<file path="src/rtl/musa_control_fsm.sv">
// Multicycle control unit for the MUSA core: sequences FETCH/DECODE/EXECUTE/MEMORY/WRITEBACK
// and drives the datapath control word, with bounded waits on data memory and MULT/DIV.
module musa_control_fsm #(
    parameter int DATA_WIDTH   = 32,
    parameter int WAIT_TIMEOUT = 16
) (
    input  logic                  clk,
    input  logic                  rst_n,
    input  logic [DATA_WIDTH-1:0] instruction,
    input  logic                  mem_ready,
    input  logic                  alu_done,
    output logic                  ir_write,
    output logic                  pc_write,
    output logic                  reg_dst,
    output logic                  mem_read,
    output logic                  mem_to_reg,
    output logic [2:0]            alu_op,
    output logic                  mem_write,
    output logic                  reg_write,
    output logic                  flag_write,
    output logic [1:0]            data_a_s,
    output logic [1:0]            data_b_s,
    output logic [2:0]            pc_src,
    output logic                  push,
    output logic                  pop,
    output logic                  alu_start,
    output logic                  timeout_err,
    output logic                  illegal_op,
    output logic                  halted,
    output logic [2:0]            state
);

    localparam logic [5:0] R_TYPE_OPCODE = 6'b000000;
    localparam logic [5:0] ADDI_OPCODE   = 6'b000001;
    localparam logic [5:0] SUBI_OPCODE   = 6'b000010;
    localparam logic [5:0] ANDI_OPCODE   = 6'b000011;
    localparam logic [5:0] ORI_OPCODE    = 6'b000100;
    localparam logic [5:0] LW_OPCODE     = 6'b000101;
    localparam logic [5:0] SW_OPCODE     = 6'b000110;
    localparam logic [5:0] CMP_OPCODE    = 6'b000111;
    localparam logic [5:0] JPC_OPCODE    = 6'b001000;
    localparam logic [5:0] BRFL_OPCODE   = 6'b001001;
    localparam logic [5:0] JR_OPCODE     = 6'b001010;
    localparam logic [5:0] CALL_OPCODE   = 6'b001011;
    localparam logic [5:0] RET_OPCODE    = 6'b001100;
    localparam logic [5:0] HALT_OPCODE   = 6'b111111;

    localparam logic [5:0] ADD_FUNCT  = 6'b000000;
    localparam logic [5:0] SUB_FUNCT  = 6'b000001;
    localparam logic [5:0] AND_FUNCT  = 6'b000010;
    localparam logic [5:0] OR_FUNCT   = 6'b000011;
    localparam logic [5:0] NOT_FUNCT  = 6'b000100;
    localparam logic [5:0] NOP_FUNCT  = 6'b000101;
    localparam logic [5:0] MULT_FUNCT = 6'b000110;
    localparam logic [5:0] DIV_FUNCT  = 6'b000111;

    localparam logic [7:0] LAST_WAIT = 8'(WAIT_TIMEOUT - 1);

    typedef enum logic [2:0] {
        S_FETCH     = 3'd0,
        S_DECODE    = 3'd1,
        S_EXECUTE   = 3'd2,
        S_MEMORY    = 3'd3,
        S_WRITEBACK = 3'd4,
        S_HALT      = 3'd7
    } state_t;

    // Instruction class decides the path taken after DECODE.
    typedef enum logic [2:0] {
        K_ALU    = 3'd0,
        K_MULDIV = 3'd1,
        K_LW     = 3'd2,
        K_SW     = 3'd3,
        K_CMP    = 3'd4,
        K_BRANCH = 3'd5,
        K_CALL   = 3'd6,
        K_RET    = 3'd7
    } kind_t;

    typedef struct packed {
        logic       reg_dst;
        logic       mem_to_reg;
        logic [2:0] alu_op;
        logic [1:0] data_a_s;
        logic [1:0] data_b_s;
        logic [2:0] pc_src;
        logic       mem_read;
        logic       mem_write;
    } ctrl_t;

    state_t     state_q, state_d;
    kind_t      kind_q, kind_d;
    ctrl_t      cw_q, cw_d;
    logic [5:0] op_q, funct_q;
    logic [7:0] cnt_q, cnt_d;

    ctrl_t      decCw;
    kind_t      decKind;
    logic       decIllegal;
    logic       decHalt;
    logic       abort;
    logic       irWriteC;

    logic       unused_instr;
    assign unused_instr = ^instruction[DATA_WIDTH-7:6];

    // Opcode/funct are captured from instruction memory while the FETCH strobe is high.
    always_ff @(posedge clk or negedge rst_n) begin
        if (!rst_n) begin
            state_q <= S_FETCH;
            kind_q  <= K_ALU;
            cw_q    <= '0;
            op_q    <= '0;
            funct_q <= '0;
            cnt_q   <= '0;
        end else begin
            state_q <= state_d;
            kind_q  <= kind_d;
            cw_q    <= cw_d;
            cnt_q   <= cnt_d;
            if (irWriteC) begin
                op_q    <= instruction[DATA_WIDTH-1 -: 6];
                funct_q <= instruction[5:0];
            end
        end
    end

    always_comb begin
        decCw      = '0;
        decKind    = K_BRANCH;
        decIllegal = 1'b0;
        decHalt    = 1'b0;
        case (op_q)
            R_TYPE_OPCODE: begin
                decCw.reg_dst  = 1'b1;
                decCw.alu_op   = 3'b010;
                decCw.data_a_s = 2'b10;
                decCw.data_b_s = 2'b01;
                decCw.pc_src   = 3'b010;
                case (funct_q)
                    ADD_FUNCT, SUB_FUNCT, AND_FUNCT,
                    OR_FUNCT, NOT_FUNCT, NOP_FUNCT: decKind = K_ALU;
                    MULT_FUNCT, DIV_FUNCT:          decKind = K_MULDIV;
                    default: begin
                        decCw      = '0;
                        decCw.pc_src = 3'b010;
                        decIllegal = 1'b1;
                    end
                endcase
            end
            ADDI_OPCODE, SUBI_OPCODE, ANDI_OPCODE, ORI_OPCODE: begin
                decCw.data_a_s = 2'b10;
                decCw.pc_src   = 3'b010;
                decKind        = K_ALU;
            end
            LW_OPCODE: begin
                decCw.mem_read   = 1'b1;
                decCw.mem_to_reg = 1'b1;
                decCw.pc_src     = 3'b010;
                decKind          = K_LW;
            end
            SW_OPCODE: begin
                decCw.mem_write = 1'b1;
                decCw.data_a_s  = 2'b10;
                decCw.pc_src    = 3'b010;
                decKind         = K_SW;
            end
            CMP_OPCODE: begin
                decCw.alu_op   = 3'b101;
                decCw.data_a_s = 2'b10;
                decCw.data_b_s = 2'b01;
                decCw.pc_src   = 3'b010;
                decKind        = K_CMP;
            end
            JPC_OPCODE: begin
                decCw.data_b_s = 2'b01;
                decCw.pc_src   = 3'b100;
            end
            BRFL_OPCODE: begin
                decCw.alu_op   = 3'b101;
                decCw.data_a_s = 2'b10;
                decCw.pc_src   = 3'b001;
            end
            JR_OPCODE: decCw.pc_src = 3'b001;
            CALL_OPCODE: begin
                decCw.pc_src = 3'b001;
                decKind      = K_CALL;
            end
            RET_OPCODE: begin
                decCw.pc_src = 3'b000;
                decKind      = K_RET;
            end
            HALT_OPCODE: begin
                decCw.pc_src = 3'b110;
                decHalt      = 1'b1;
            end
            default: begin
                decCw.pc_src = 3'b010;
                decIllegal   = 1'b1;
            end
        endcase
    end

    // A MULT/DIV done in the start cycle cannot belong to this start, so it is not accepted there.
    always_comb begin
        state_d     = state_q;
        kind_d      = kind_q;
        cw_d        = cw_q;
        cnt_d       = '0;
        irWriteC    = 1'b0;
        pc_write    = 1'b0;
        reg_write   = 1'b0;
        flag_write  = 1'b0;
        push        = 1'b0;
        pop         = 1'b0;
        alu_start   = 1'b0;
        timeout_err = 1'b0;
        illegal_op  = 1'b0;
        abort       = 1'b0;
        case (state_q)
            S_FETCH: begin
                irWriteC = 1'b1;
                state_d  = S_DECODE;
            end
            S_DECODE: begin
                cw_d       = decCw;
                kind_d     = decKind;
                illegal_op = decIllegal;
                state_d    = decHalt ? S_HALT : S_EXECUTE;
            end
            S_EXECUTE: begin
                case (kind_q)
                    K_ALU:        state_d = S_WRITEBACK;
                    K_LW, K_SW:   state_d = S_MEMORY;
                    K_MULDIV: begin
                        alu_start = (cnt_q == 8'd0);
                        if (alu_done && (cnt_q != 8'd0)) begin
                            state_d = S_WRITEBACK;
                        end else if (cnt_q == LAST_WAIT) begin
                            abort = 1'b1;
                        end else begin
                            cnt_d = cnt_q + 8'd1;
                        end
                    end
                    K_CMP: begin
                        flag_write = 1'b1;
                        pc_write   = 1'b1;
                        state_d    = S_FETCH;
                    end
                    K_CALL: begin
                        push     = 1'b1;
                        pc_write = 1'b1;
                        state_d  = S_FETCH;
                    end
                    K_RET: begin
                        pop      = 1'b1;
                        pc_write = 1'b1;
                        state_d  = S_FETCH;
                    end
                    default: begin
                        pc_write = 1'b1;
                        state_d  = S_FETCH;
                    end
                endcase
            end
            S_MEMORY: begin
                if (mem_ready) begin
                    if (kind_q == K_LW) begin
                        state_d = S_WRITEBACK;
                    end else begin
                        pc_write = 1'b1;
                        state_d  = S_FETCH;
                    end
                end else if (cnt_q == LAST_WAIT) begin
                    abort = 1'b1;
                end else begin
                    cnt_d = cnt_q + 8'd1;
                end
            end
            S_WRITEBACK: begin
                reg_write = 1'b1;
                pc_write  = 1'b1;
                state_d   = S_FETCH;
            end
            S_HALT:  state_d = S_HALT;
            default: state_d = S_FETCH;
        endcase
        if (abort) begin
            timeout_err = 1'b1;
            pc_write    = 1'b1;
            state_d     = S_FETCH;
        end
        if (state_d == S_FETCH) begin
            cw_d = '0;
        end
    end

    // ir_write is gated by rst_n so nothing is asserted while the core is held in reset.
    assign ir_write   = irWriteC & rst_n;
    assign reg_dst    = cw_q.reg_dst;
    assign mem_to_reg = cw_q.mem_to_reg;
    assign alu_op     = cw_q.alu_op;
    assign data_a_s   = cw_q.data_a_s;
    assign data_b_s   = cw_q.data_b_s;
    assign mem_read   = cw_q.mem_read & ~abort;
    assign mem_write  = cw_q.mem_write & ~abort;
    assign pc_src     = abort ? 3'b010 : cw_q.pc_src;
    assign halted     = (state_q == S_HALT);
    assign state      = state_q;

endmodule

</file>
<file path="config.mk">
export PLATFORM = sky130hd
export DESIGN_NAME = musa_control_fsm
export DESIGN_NICKNAME = d
export VERILOG_FILES = /design/src/rtl/musa_control_fsm.sv
export SDC_FILE = /design/constraint.sdc
export NUM_CORES = 1
export LEC_CHECK = 0
export BUFFER_PORTS_ARGS = -buffer_cell sky130_fd_sc_hd__clkbuf_2
export CELL_PAD_IN_SITES_DETAIL_PLACEMENT = 1
export CELL_PAD_IN_SITES_GLOBAL_PLACEMENT = 1
export CORE_MARGIN = 3
export CORE_UTILIZATION = 38
export CTS_BUF_LIST = sky130_fd_sc_hd__clkbuf_16
export DETAILED_ROUTE_END_ITERATION = 6
export GPL_ROUTABILITY_DRIVEN = 0
export PLACE_DENSITY_LB_ADDON = 0.15
export RECOVER_POWER = 50
export SETUP_SLACK_MARGIN = 0.5
export SYNTH_ARGS = -nofsm -noshare
export SYNTH_HDL_FRONTEND = slang
export SYNTH_SLANG_ARGS = --single-unit
export TNS_END_PERCENT = 1
</file>
<file path="constraint.sdc">
create_clock -name clk -period 2.68 [get_ports clk]
set_input_delay 0.67 -clock clk [delete_from_list [all_inputs] [get_ports clk]]
set_output_delay 0.67 -clock clk [all_outputs]
set_load 0.01 [all_outputs]
</file>
Word level (Yosys, flattened, before mapping). Cells that the tools add are included. W data, S select, Z words.

Add/sub/neg operators: 1. Equal/unequal tests: 32. Muxes and demuxes: 51. Bitwise operators: 4. Reductions and logical operators: 20.

Operators with widths (number): $eq A6 B3 Y1 const B (8); $mux W14 (3); $mux W8 (4); $eq A6 B4 Y1 const B (5); $pmux W3 S5 (2); $eq A6 B2 Y1 const B (4); $mux W1 (23); $pmux W3 S7 (1); $mux W3 (6); $pmux W8 S2 (1); $eq A3 B3 Y1 const B (5); $reduce_or A13 Y1 (1); $eq A3 B2 Y1 const B (4); $eq A6 B1 Y1 const B (2); $logic_not A6 Y1 (2); $pmux W3 S2 (2); $pmux W1 S2 (5); $logic_not A3 Y1 (3); $pmux W3 S3 (1); $add A8 B1 Y8 const B (1); $eq A8 B4 Y1 const B (1); $logic_not A8 Y1 (1); $pmux W2 S2 (2); $reduce_bool A8 Y1 (1); other kinds (13) (20).

Output and inout bits: 27. Word-level logic and storage cells: 121. Register bits after elaboration: 40.

Logic depth before layout (Yosys ltp). Gate-level depths: netlist of run 1.

Depth after elaboration: 8. Mapped depth: 8. Gate-level depth less buffers: 7.

Worst setup path before layout of run 1. OpenSTA, ideal clock, no wires.

Path kind: reg2out. Start: register cnt_q[0]. End: output pc_write. Cell stages (with the launch flop): 8. Data required time: 2.010 ns. Path slack: 0.228 ns. Arrival: 1.782 ns. Cells stage by stage: dfrtp_1 > inv_1 > ha_1 > or3b_4 > a2111oi_4 > o21ai_2 > inv_1 > or3_1.

Longest elaborated chain between the ends: 6. Elaborated cells on any way between the ends: 9. Those cells by class: eq/ne: 1; mux: 6; reduce/logical: 2.

RTL lines: start: declaration (RTL line 95) `logic [7:0] cnt_q, cnt_d;`; start signal: assignment (RTL line 120) `cnt_q <= cnt_d;`; $eq A8 B4 Y1 or $reduce_bool A8 Y1 (tied branches) (RTL line 239, 274, 237); $mux W1 or $logic_and A1 B1 Y1 (tied branches) (RTL line 239, 274, 237); $mux W1 (RTL line 237) `if (alu_done && (cnt_q != 8'd0)) begin`; $mux W1 (RTL line 232) `case (kind_q)`; $pmux W1 S2 (*) (RTL line 220) `case (state_q)`; $mux W1 (*) (RTL line 288) `if (abort) begin`; end: declaration (RTL line 13) `output logic pc_write,`.

Mark *: on every way between the ends. The rest lies on a longest branch, timed or not.

Worst setup path after layout of run 1.
Start: register state_q[2] (netlist: state[2]). End: output pc_src[0].

Longest elaborated chain between the ends: 3. Elaborated cells on any way between the ends: 4. Those cells by class: eq/ne: 2; mux: 2.

RTL lines: start: declaration (RTL line 91) `state_t state_q, state_d;`; start signal: assignment (RTL line 117) `state_q <= state_d;`; $eq A3 B2 Y1 (RTL line 220); $pmux W1 S2 (*) (RTL line 220); $mux W3 (*) (RTL line 307) `assign pc_src = abort ? 3'b010 : cw_q.pc_src;`; end: declaration (RTL line 23) `output logic [2:0] pc_src,`.

Marked as above.

==> results of run 1 <==
where the power goes:
part	total, mW	internal (mW)	switching (mW)
sequential	0.914	0.710	0.204
clock	0.545	0.337	0.208
combinational	1.62	0.713	0.908
total	3.08	1.76	1.32
cells by family after synthesis:
family	count (synthesis)	share of synthesized area
AO/OA/AOI/OAI	53	0.183
other	1	0.00175
adder cells (fa/ha/maj)	2	0.0117
XOR/XNOR	7	0.0286
multiplexers	13	0.0665
AND/OR/NAND/NOR	89	0.223
flip-flops	35	0.408
buffers and inverters	30	0.0770
final cells by class:
cell class	instances	area [um^2]	share of cell area
inverter	11	45.0	0.0166
multi-input combinational	166	1220	0.450
clock buffer	5	125	0.0462
clock inverter	3	15.0	0.00554
sequential	35	878	0.324
timing repair buffer	59	339	0.125
tap	70	87.6	0.0323
routing by layer:
metal / wire (um) / track usage / up-vias
li1: - / - / 910
met1: 2510 / 0.231 / 928
met3: 221 / 0.0344 / 2
met4: 14 / 0.0372 / 0
met5: 0 / 0 / -
met2: 2890 / 0.334 / 38
Yosys cell counts, drive strengths merged (2+ instances only):
cell type	n	area, um^2
a211oi	4	45.1
o21ai	15	82.6
a22oi	3	27.5
dfrtp	35	876
nand3	5	25.0
a2111oi	2	36.3
or2	3	18.8
nor2b	3	21.3
nand2	17	63.8
nor3	10	50.1
buf	15	109
nand2b	6	37.5
mux2	10	113
nor2	22	87.6
or3	2	12.5
xor2	4	35.0
o31ai	2	15.0
and3	4	25.0
a21oi	14	70.1
nand4	4	25.0
xnor2	3	26.3
inv	11	41.3
ha	2	25.0
o211ai	2	28.8
and2	5	31.3
mux2i	3	30.0
clkbuf	4	15.0
a31oi	4	25.0
flip-flops by register name, summed over array words and instances, names as in the netlist:
signal    cells
alu_op        2
kind_q        3
cw_q          5
data_a_s      1
cnt_q         8
reg_dst       1
op_q          6
data_b_s      1
funct_q       5
state         3
path summary, 6_finish.rpt:
path / from / end / slack [ns] / cells after the start
min in group asynchronous: rst_n / op_q[2]$_DFFE_PN0N_ / 1.03 / 2
max: state[2]$_DFF_PN0_ / pc_src[0] / -0.1 / 5
max reg2reg: state[2]$_DFF_PN0_ / data_a_s[1]$_DFFE_PN0P_ / 0.33 / 7
min reg2reg: funct_q[5]$_DFFE_PN0N_ / funct_q[5]$_DFFE_PN0N_ / 0.51 / 1
min: funct_q[5]$_DFFE_PN0N_ / funct_q[5]$_DFFE_PN0N_ / 0.51 / 1
max in group asynchronous: rst_n / op_q[0]$_DFFE_PN0N_ / 0.42 / 2
worst max-delay path, delay by kind of cell, from the launching register on:
kind | cells | cell delay (ns)
and+or+nand+nor | 2 | 0.78
AOI/OAI and AO/OA | 2 | 0.55
DFF | 1 | 0.38
buffers and inverters | 1 | 0.12
what timing repair did:
item / 4_1_cts / 5_1_grt
endpoints found under the setup margin: 22 / 32
setup buffers: 4 / 3
gates cloned: 0 / 0
resized for setup: 23 / 20
pin swaps: 21 / 19
==> impl_metrics.tcl, run 1 <==
set metrics [dict create \
    status "complete, but fails checks" \
    failed_checks "capacitance limit, slew limit, setup timing" \
    max_freq_mhz 360 \
    initial_core_util 0.407 \
    firstDrtPassIters 4 \
    slew_violations 36 \
    holdWs_ns 0.506 \
    setup_viol 7 \
    syn_avg_cell_area_um2 9.32 \
    fin_util 0.514 \
    num_antenna_cells 0 \
    fp-row-count 26 \
    grt_pass1_wl_um 9520 \
    relSlewSlack -0.269 \
    cts.clk_slew.worst_paths_ns 0.05 \
    power.total_mw 3.08 \
    cts_tree "built" \
    drt-initial-drc-count 47 \
    seq_area_frac_synth 0.408 \
    drc 0 \
    ioPinCount 63 \
    fin_crit_sh 1.04 \
    syn_area_mm2 0.00214 \
    h-tree-depth 2 \
    rsz0062_at_grt "true" \
    core_area_mm2 0.00527 \
    max_stage_delay_ns 0.60 \
    yosysWarnings 0 \
    fin_setup_tns_ns -0.500 \
    drt_wl_total_um 5640 \
    cts_buffers 5 \
    powerDensity_mw_per_mm2 1140 \
    vdd_drop_max_mv 0.462 \
    areaGrowthSynthToFinish_pct 26.3 \
    synthDistinctLibCells 55 \
    nNetsFinal 316 \
    hold_buffers 0 \
    async_reset_ff_frac 1.00 \
    synth_edf_count 0 \
    final_common_cell "dfrtp_1" \
    min_period_ns 2.78 \
    worstMarginPinSlew_ns 1.90 \
    num_vias 1878 \
    hold_class "flip-flop to flip-flop" \
    synthFlopType "dfrtp_1" \
    synthCells 230 \
    final_cell_mix "33 x dfrtp_1, 25 x clkbuf_2, 17 x buf_4, 15 x nand2_1, 15 x nor2_1" \
    clock_latency_ns 0.27 \
    path_max_fanout 7 \
    required_ns 2.01 \
    grt_pass1_vias 1959 \
    gr-total-overflow 0 \
    fin_ws_ns -0.0952 \
    ant_nets 0 \
    antenna_found_initial 0 \
    crit_path_end_kind "output port" \
    path_cells "or4b_4, a2111oi_4, o21ai_4, and2_1, clkbuf_2" \
    drv_cap 1 \
    cts_buffer_depth 2 \
    grt_max_degree 36 \
    worstPathArrival_ns 2.11 \
    portBuffers 39 \
    wl_per_cell_um 16.2 \
    hold_viol 0 \
    grt_use_total 0.185 \
    p_leak_nw 1.18 \
    dp_hpwl_um 3980 \
    worst_setup_path_start_kind "flip-flop" \
    fp.dieH_um 81.1 \
    synth_seq_cells 35 \
    cp_slowest_cell "or4b_4" \
    layout-drive-gt1-share 0.405 \
    dp_slack_ns 0.107 \
    final_area_mm2 0.00271 \
    cts.sinks 35 \
    clock_skew_ns 0.00336 \
    final-instance-count-excl-fill 349 \
    cts-root-buf "clkbuf_16" \
    die_width_um 81.1 \
    num-fill-cells 641 \
    path_class "flip-flop to output port" \
    place_area_mm2 0.00241 \
    die_area_mm2 0.00658 \
    viasPerCell 5.38 \
    placed_cells 334 \
]
Note: power is estimated with default switching activity, not from simulation.
==> run 2, diff against run 1 <==
Settings changed: CORE_ASPECT_RATIO set to 1.4, GPL_ROUTABILITY_DRIVEN 0 to 1.
==> run 2 against run 1 <==
  * Clock-buffer cell count unchanged
  * Routed wire length decreased by 3.4%
  * Final cell count fell by 1.7%
  * Highest routed layer unchanged
  * The run still ends with capacitance limit, slew limit, setup timing left
==> impl_metrics.tcl, run 2 (synthesis gave the netlist of run 1 again) <==
set metrics [dict create \
    status "complete, but fails checks" \
    cts_buffers 5 \
    slew_violations 36 \
    path_class "flip-flop to output port" \
    clock_skew_ns 0.00743 \
    grt_use_total 0.178 \
    place_area_mm2 0.00241 \
    top_regs "cnt_q (8), op_q (6)" \
    final_common_cell "dfrtp_1" \
    worstPathArrival_ns 2.08 \
    fp.dieH_um 94.9 \
    viasPerCell 5.42 \
    fin_util 0.509 \
    cp_top_family "simple AND/OR/NAND/NOR gates" \
    core_area_mm2 0.00531 \
    nNetsFinal 314 \
    p_leak_nw 1.20 \
    path_max_fanout 7 \
    cts.clk_slew.worst_paths_ns 0.06 \
    hold_buffers 0 \
    antenna_found_initial 0 \
    final_cell_mix "33 x dfrtp_1, 31 x clkbuf_2, 17 x nor2_1, 16 x nand2_1, 14 x buf_4" \
    required_ns 2.01 \
    vdd_drop_max_mv 0.530 \
    drc 0 \
    fin_crit_sh 1.03 \
    worstMarginPinSlew_ns 1.87 \
    p_sw_frac 0.422 \
    grt_max_degree 36 \
    max_stage_delay_ns 0.40 \
    drt_wl_total_um 5450 \
    cts.sinks 35 \
    initial_core_util 0.404 \
    die_area_mm2 0.00659 \
    wl_per_cell_um 15.9 \
    clock_latency_ns 0.28 \
    crit_path_end_kind "output port" \
    cp_num_buf_inv 2 \
    firstDrtPassIters 4 \
    p_int_mw 1.78 \
    ant_nets 0 \
    num_antenna_cells 0 \
    areaGrowthSynthToFinish_pct 26.1 \
    cts-root-buf "clkbuf_16" \
    die_width_um 69.5 \
    regMostFlops "cnt_q" \
    grt_pass1_wl_um 9160 \
    fp-row-count 31 \
    drt-initial-drc-count 87 \
    hold_class "flip-flop to flip-flop" \
    hold_viol 0 \
    power_switching_mw 1.30 \
    seqPwrFrac 0.293 \
    h-tree-depth 2 \
    gr-total-overflow 0 \
    dp_hpwl_um 4100 \
    power_frac_comb 0.527 \
    final_area_mm2 0.00270 \
    pwr-share-clk 0.180 \
    place.gp.congestion 0.831 \
    cts_tree "built" \
    powerDensity_mw_per_mm2 1140 \
    layout-drive-gt1-share 0.422 \
    path_cells "inv_2, ha_4, or3b_4, a2111oi_4, o21ai_4, and2_1, clkbuf_2" \
    failed_checks "capacitance limit, slew limit, setup timing" \
    relSlewSlack -0.249 \
    ioPinCount 63 \
    setup_viol 6 \
    max_freq_mhz 363 \
    cp_slowest_cell "or3b_4" \
    min_period_ns 2.75 \
    drv_cap 1 \
    worst_setup_path_start_kind "flip-flop" \
    portBuffers 39 \
    largest_register_ff_count 8 \
    fin_ws_ns -0.0745 \
    grt_pass1_vias 1878 \
    cts_buffer_depth 2 \
    num_vias 1859 \
    holdWs_ns 0.496 \
    rsz0062_at_grt "true" \
]
[run 2: changes by cell type in the layout (fill, tap and decap cells not counted), moves of 2 or more]
| cell | before | now |
|---|---|---|
| buf_4 | 17 | 14 |
| clkbuf_2 | 25 | 31 |
| clkbuf_1 | 9 | 3 |
| clkinv_1 | 2 | 0 |
| nor2_1 | 15 | 17 |
[run 2: metrics by stage]
step / std cells / setup TNS, ns / setup WS (ns) / total power, mW
3_3_place_gp: 331 / 0 / 0.161 / 2.34
3_5_place_dp: 331 / 0 / 0.113 / 2.37
5_1_grt: 343 / -1.06 / -0.159 / 3.33
6_report: 343 / -0.345 / -0.0745 / 3.07
4_1_cts: 342 / -0.737 / -0.137 / 3.08
2_1_floorplan: 231 / 0 / 0.296 / 1.94
[run 2: worst register-to-register path, delay by kind of cell (launching register included)]
kind	cells	cell delay, ns
compound gates	4	0.87
fa+ha+maj	1	0.13
buf+inv	3	0.39
flops	1	0.39
simple gates	1	0.40
[run 2: repair_timing]
action / CTS / global route
buffers inserted: 3 / 1
endpoints found under the hold margin: 0 / 0
gates resized for setup: 25 / 21
gates cloned: 0 / 0
pin swaps: 12 / 23
setup endpoints to repair: 23 / 25
[run 2: cell type report]
class	instances	area, um^2
fillers	641	2610
multi-input cells	166	1220
flip-flops and latches	35	878
repair buffers	57	335
clock buffers	5	125
well taps	66	82.6
inverters	11	45.0
clock inverters	3	16.3
[run 2: power by group through the flow]
stage,Sequential [mW],Clock (mW),Combinational [mW]
after floorplan,0.823,0,1.12
after global placement,0.882,0,1.46
after detailed placement,0.887,0,1.48
after CTS,0.895,0.571,1.61
after global routing,0.936,0.594,1.80
final,0.900,0.553,1.62
[run 2: worst paths after layout]
path | cells after the start | startpoint | slack (ns) | to
setup / recovery | 7 | cnt_q[0]$_DFF_PN0_ | -0.07 | pc_src[0]
hold / removal | 1 | funct_q[1]$_DFFE_PN0N_ | 0.50 | funct_q[1]$_DFFE_PN0N_
setup reg to reg | 9 | cnt_q[0]$_DFF_PN0_ | 0.36 | alu_op[0]$_DFFE_PN0P_
hold reg to reg | 1 | funct_q[1]$_DFFE_PN0N_ | 0.50 | funct_q[1]$_DFFE_PN0N_
max in group asynchronous | 2 | rst_n | 0.40 | op_q[0]$_DFFE_PN0N_
min in group asynchronous | 2 | rst_n | 1.06 | op_q[3]$_DFFE_PN0N_
[run 2: metal layers]
layer	global-route usage	wire (um)
met1	0.207	2220
met2	0.314	2880
met3	0.0309	180
met4	0.0879	162
met5	0	0
==> run 3, diff against run 2 <==
--- a/config.mk
+++ b/config.mk
@@ -11,5 +11,5 @@
 export CORE_ASPECT_RATIO = 1.4
 export CORE_MARGIN = 3
-export CORE_UTILIZATION = 38
+export CORE_UTILIZATION = 41
 export CTS_BUF_LIST = sky130_fd_sc_hd__clkbuf_16
 export DETAILED_ROUTE_END_ITERATION = 6
==> constraint.sdc (replaced) <==
create_clock -name clk -period 3.4 [get_ports clk]
set_input_delay 0.85 -clock clk [delete_from_list [all_inputs] [get_ports clk]]
set_output_delay 0.85 -clock clk [all_outputs]
set_load 0.02 [all_outputs]
==> run 3 against run 2 <==
  * The flow finishes with violations (capacitance limit, slew limit)
  * Clock power is 8.5% lower
  * Worst hold slack about the same
  * Global-route usage grew 2.1 points
  * Combinational power shrank 25%
  * Total power shrank 20%
  * Cell area decreased by 1.6%
  * Critical endpoint is now pc_src[2]
  * Largest power group unchanged
==> impl_metrics.tcl, run 3 (synthesis gave the netlist of run 1 again) <==
set metrics [dict create \
    worst_setup_path_start_kind "flip-flop" \
    grt_max_degree 36 \
    worstMarginPinSlew_ns 1.94 \
    drt-initial-drc-count 106 \
    areaGrowthSynthToFinish_pct 24.1 \
    fp.dieH_um 91.6 \
    die_area_mm2 0.00615 \
    hold_buffers 0 \
    fin_crit_sh 0.880 \
    portBuffers 39 \
    status "complete, but fails checks" \
    powerDensity_mw_per_mm2 922 \
    cts.sinks 35 \
    clock_skew_ns 0.00318 \
    power_frac_comb 0.492 \
    ioPinCount 63 \
    num_vias 1857 \
    drc 0 \
    worstPathArrival_ns 2.14 \
    gr-total-overflow 0 \
    die_width_um 67.1 \
    cts_tree "built" \
    viasPerCell 5.46 \
    top_regs "cnt_q (8), op_q (6)" \
    core_area_mm2 0.00495 \
    largest_register_ff_count 8 \
    regMostFlops "cnt_q" \
    failed_checks "capacitance limit, slew limit" \
    drt_wl_total_um 5500 \
    hold_class "flip-flop to flip-flop" \
    hold_viol 0 \
    p_leak_nw 1.19 \
    max_stage_delay_ns 0.41 \
    crit_path_end_kind "output port" \
    final_cell_mix "33 x dfrtp_1, 33 x clkbuf_2, 20 x nor2_1, 17 x nand2_1" \
    seqPwrFrac 0.301 \
    firstDrtPassIters 4 \
    nNetsFinal 313 \
    initial_core_util 0.433 \
    clock_latency_ns 0.28 \
    h-tree-depth 2 \
    cts.clk_slew.worst_paths_ns 0.05 \
    vdd_drop_max_mv 0.385 \
    required_ns 2.55 \
    slew_violations 36 \
    grt_pass1_vias 1956 \
    fp-row-count 30 \
    ant_nets 0 \
    power_switching_mw 1.02 \
    p_int_mw 1.44 \
    drv_cap 1 \
    cp_num_buf_inv 2 \
    max_freq_mhz 334 \
    num-fill-cells 614 \
    pwr-share-clk 0.206 \
    path_class "flip-flop to output port" \
    cp_top_family "simple AND/OR/NAND/NOR gates" \
    dp_hpwl_um 3990 \
    min_period_ns 2.99 \
    cp_slowest_cell "a2111oi_4" \
    cts_buffer_depth 2 \
    p_sw_frac 0.415 \
    relSlewSlack -0.294 \
    path_max_fanout 7 \
    wl_per_cell_um 16.2 \
    cts_buffers 5 \
    fin_setup_tns_ns 0 \
    place.gp.congestion 0.800 \
    setup_viol 0 \
    cts-root-buf "clkbuf_16" \
    dp_slack_ns 0.388 \
    antenna_found_initial 0 \
    grt_pass1_wl_um 9410 \
    path_cells "inv_2, ha_4, or3b_4, a2111oi_4, o21ai_4, and2_4, clkbuf_8" \
    rsz0062_at_grt "true" \
    grt_use_total 0.198 \
    num_antenna_cells 0 \
    layout-drive-gt1-share 0.355 \
    fin_ws_ns 0.407 \
]
[run 3: changes by cell type in the layout (fill, tap and decap cells not counted), sizes merged]
cell	change
clkinvlp	-2
bufinv	+1
buf	-8
clkbuf	+7
clkinv	+1
[run 3: layer usage]
layer,track usage,vias up,part of all wire
met2,0.351,35,0.55
li1,-,893,-
met4,0.0541,0,0.012
met3,0.0347,7,0.032
met1,0.240,922,0.41
met5,0,-,0
[run 3: final timing paths]
check / slack [ns] / end / from / depth (start not counted)
setup / recovery: 0.41 / pc_src[2] / cnt_q[1]$_DFF_PN0_ / 7
hold / removal: 0.50 / funct_q[4]$_DFFE_PN0N_ / funct_q[4]$_DFFE_PN0N_ / 1
setup reg to reg: 1.22 / cw_q[0]$_DFFE_PN0P_ / cnt_q[1]$_DFF_PN0_ / 8
hold reg to reg: 0.50 / funct_q[4]$_DFFE_PN0N_ / funct_q[4]$_DFFE_PN0N_ / 1
max in group asynchronous: 0.89 / kind_q[1]$_DFFE_PN0P_ / rst_n / 2
min in group asynchronous: 1.27 / cnt_q[3]$_DFF_PN0_ / rst_n / 2
[run 3: final cells by class]
cell class                 instances  area, um^2  area share
multi-input combinational        166        1140       0.429
sequential                        35         878       0.330
timing repair buffer              56         355       0.134
clock buffer                       5         125      0.0470
tap                               64        80.1      0.0301
inverter                          11        41.3      0.0155
clock inverter                     3        38.8      0.0146
[run 3: through the flow]
step	cell area, um^2	utilization	total power, mW	hold slack, ns	std cells
final	2660	0.537	2.45	0.496	340
after CTS	2650	0.535	2.47	0.502	338
after global routing	2660	0.537	2.65	0.526	340
after floorplan	2150	-	1.58	0.457	231
after global placement	2350	0.475	1.83	0.484	322
after detailed placement	2350	0.475	1.86	0.490	322
[run 3: power groups by stage]
stage,clock network (mW),logic (mW),registers (mW)
after floorplan,0,0.917,0.661
after global placement,0,1.07,0.756
after detailed placement,0,1.10,0.760
after CTS,0.519,1.21,0.738
after global routing,0.537,1.34,0.774
final,0.506,1.21,0.739
[run 3: timing repair]
| item | CTS | global route |
|---|---|---|
| pin swaps | 9 | 2 |
| setup endpoints to repair | 7 | 7 |
| gates resized for setup | 21 | 3 |
| buffers inserted | 8 | 2 |
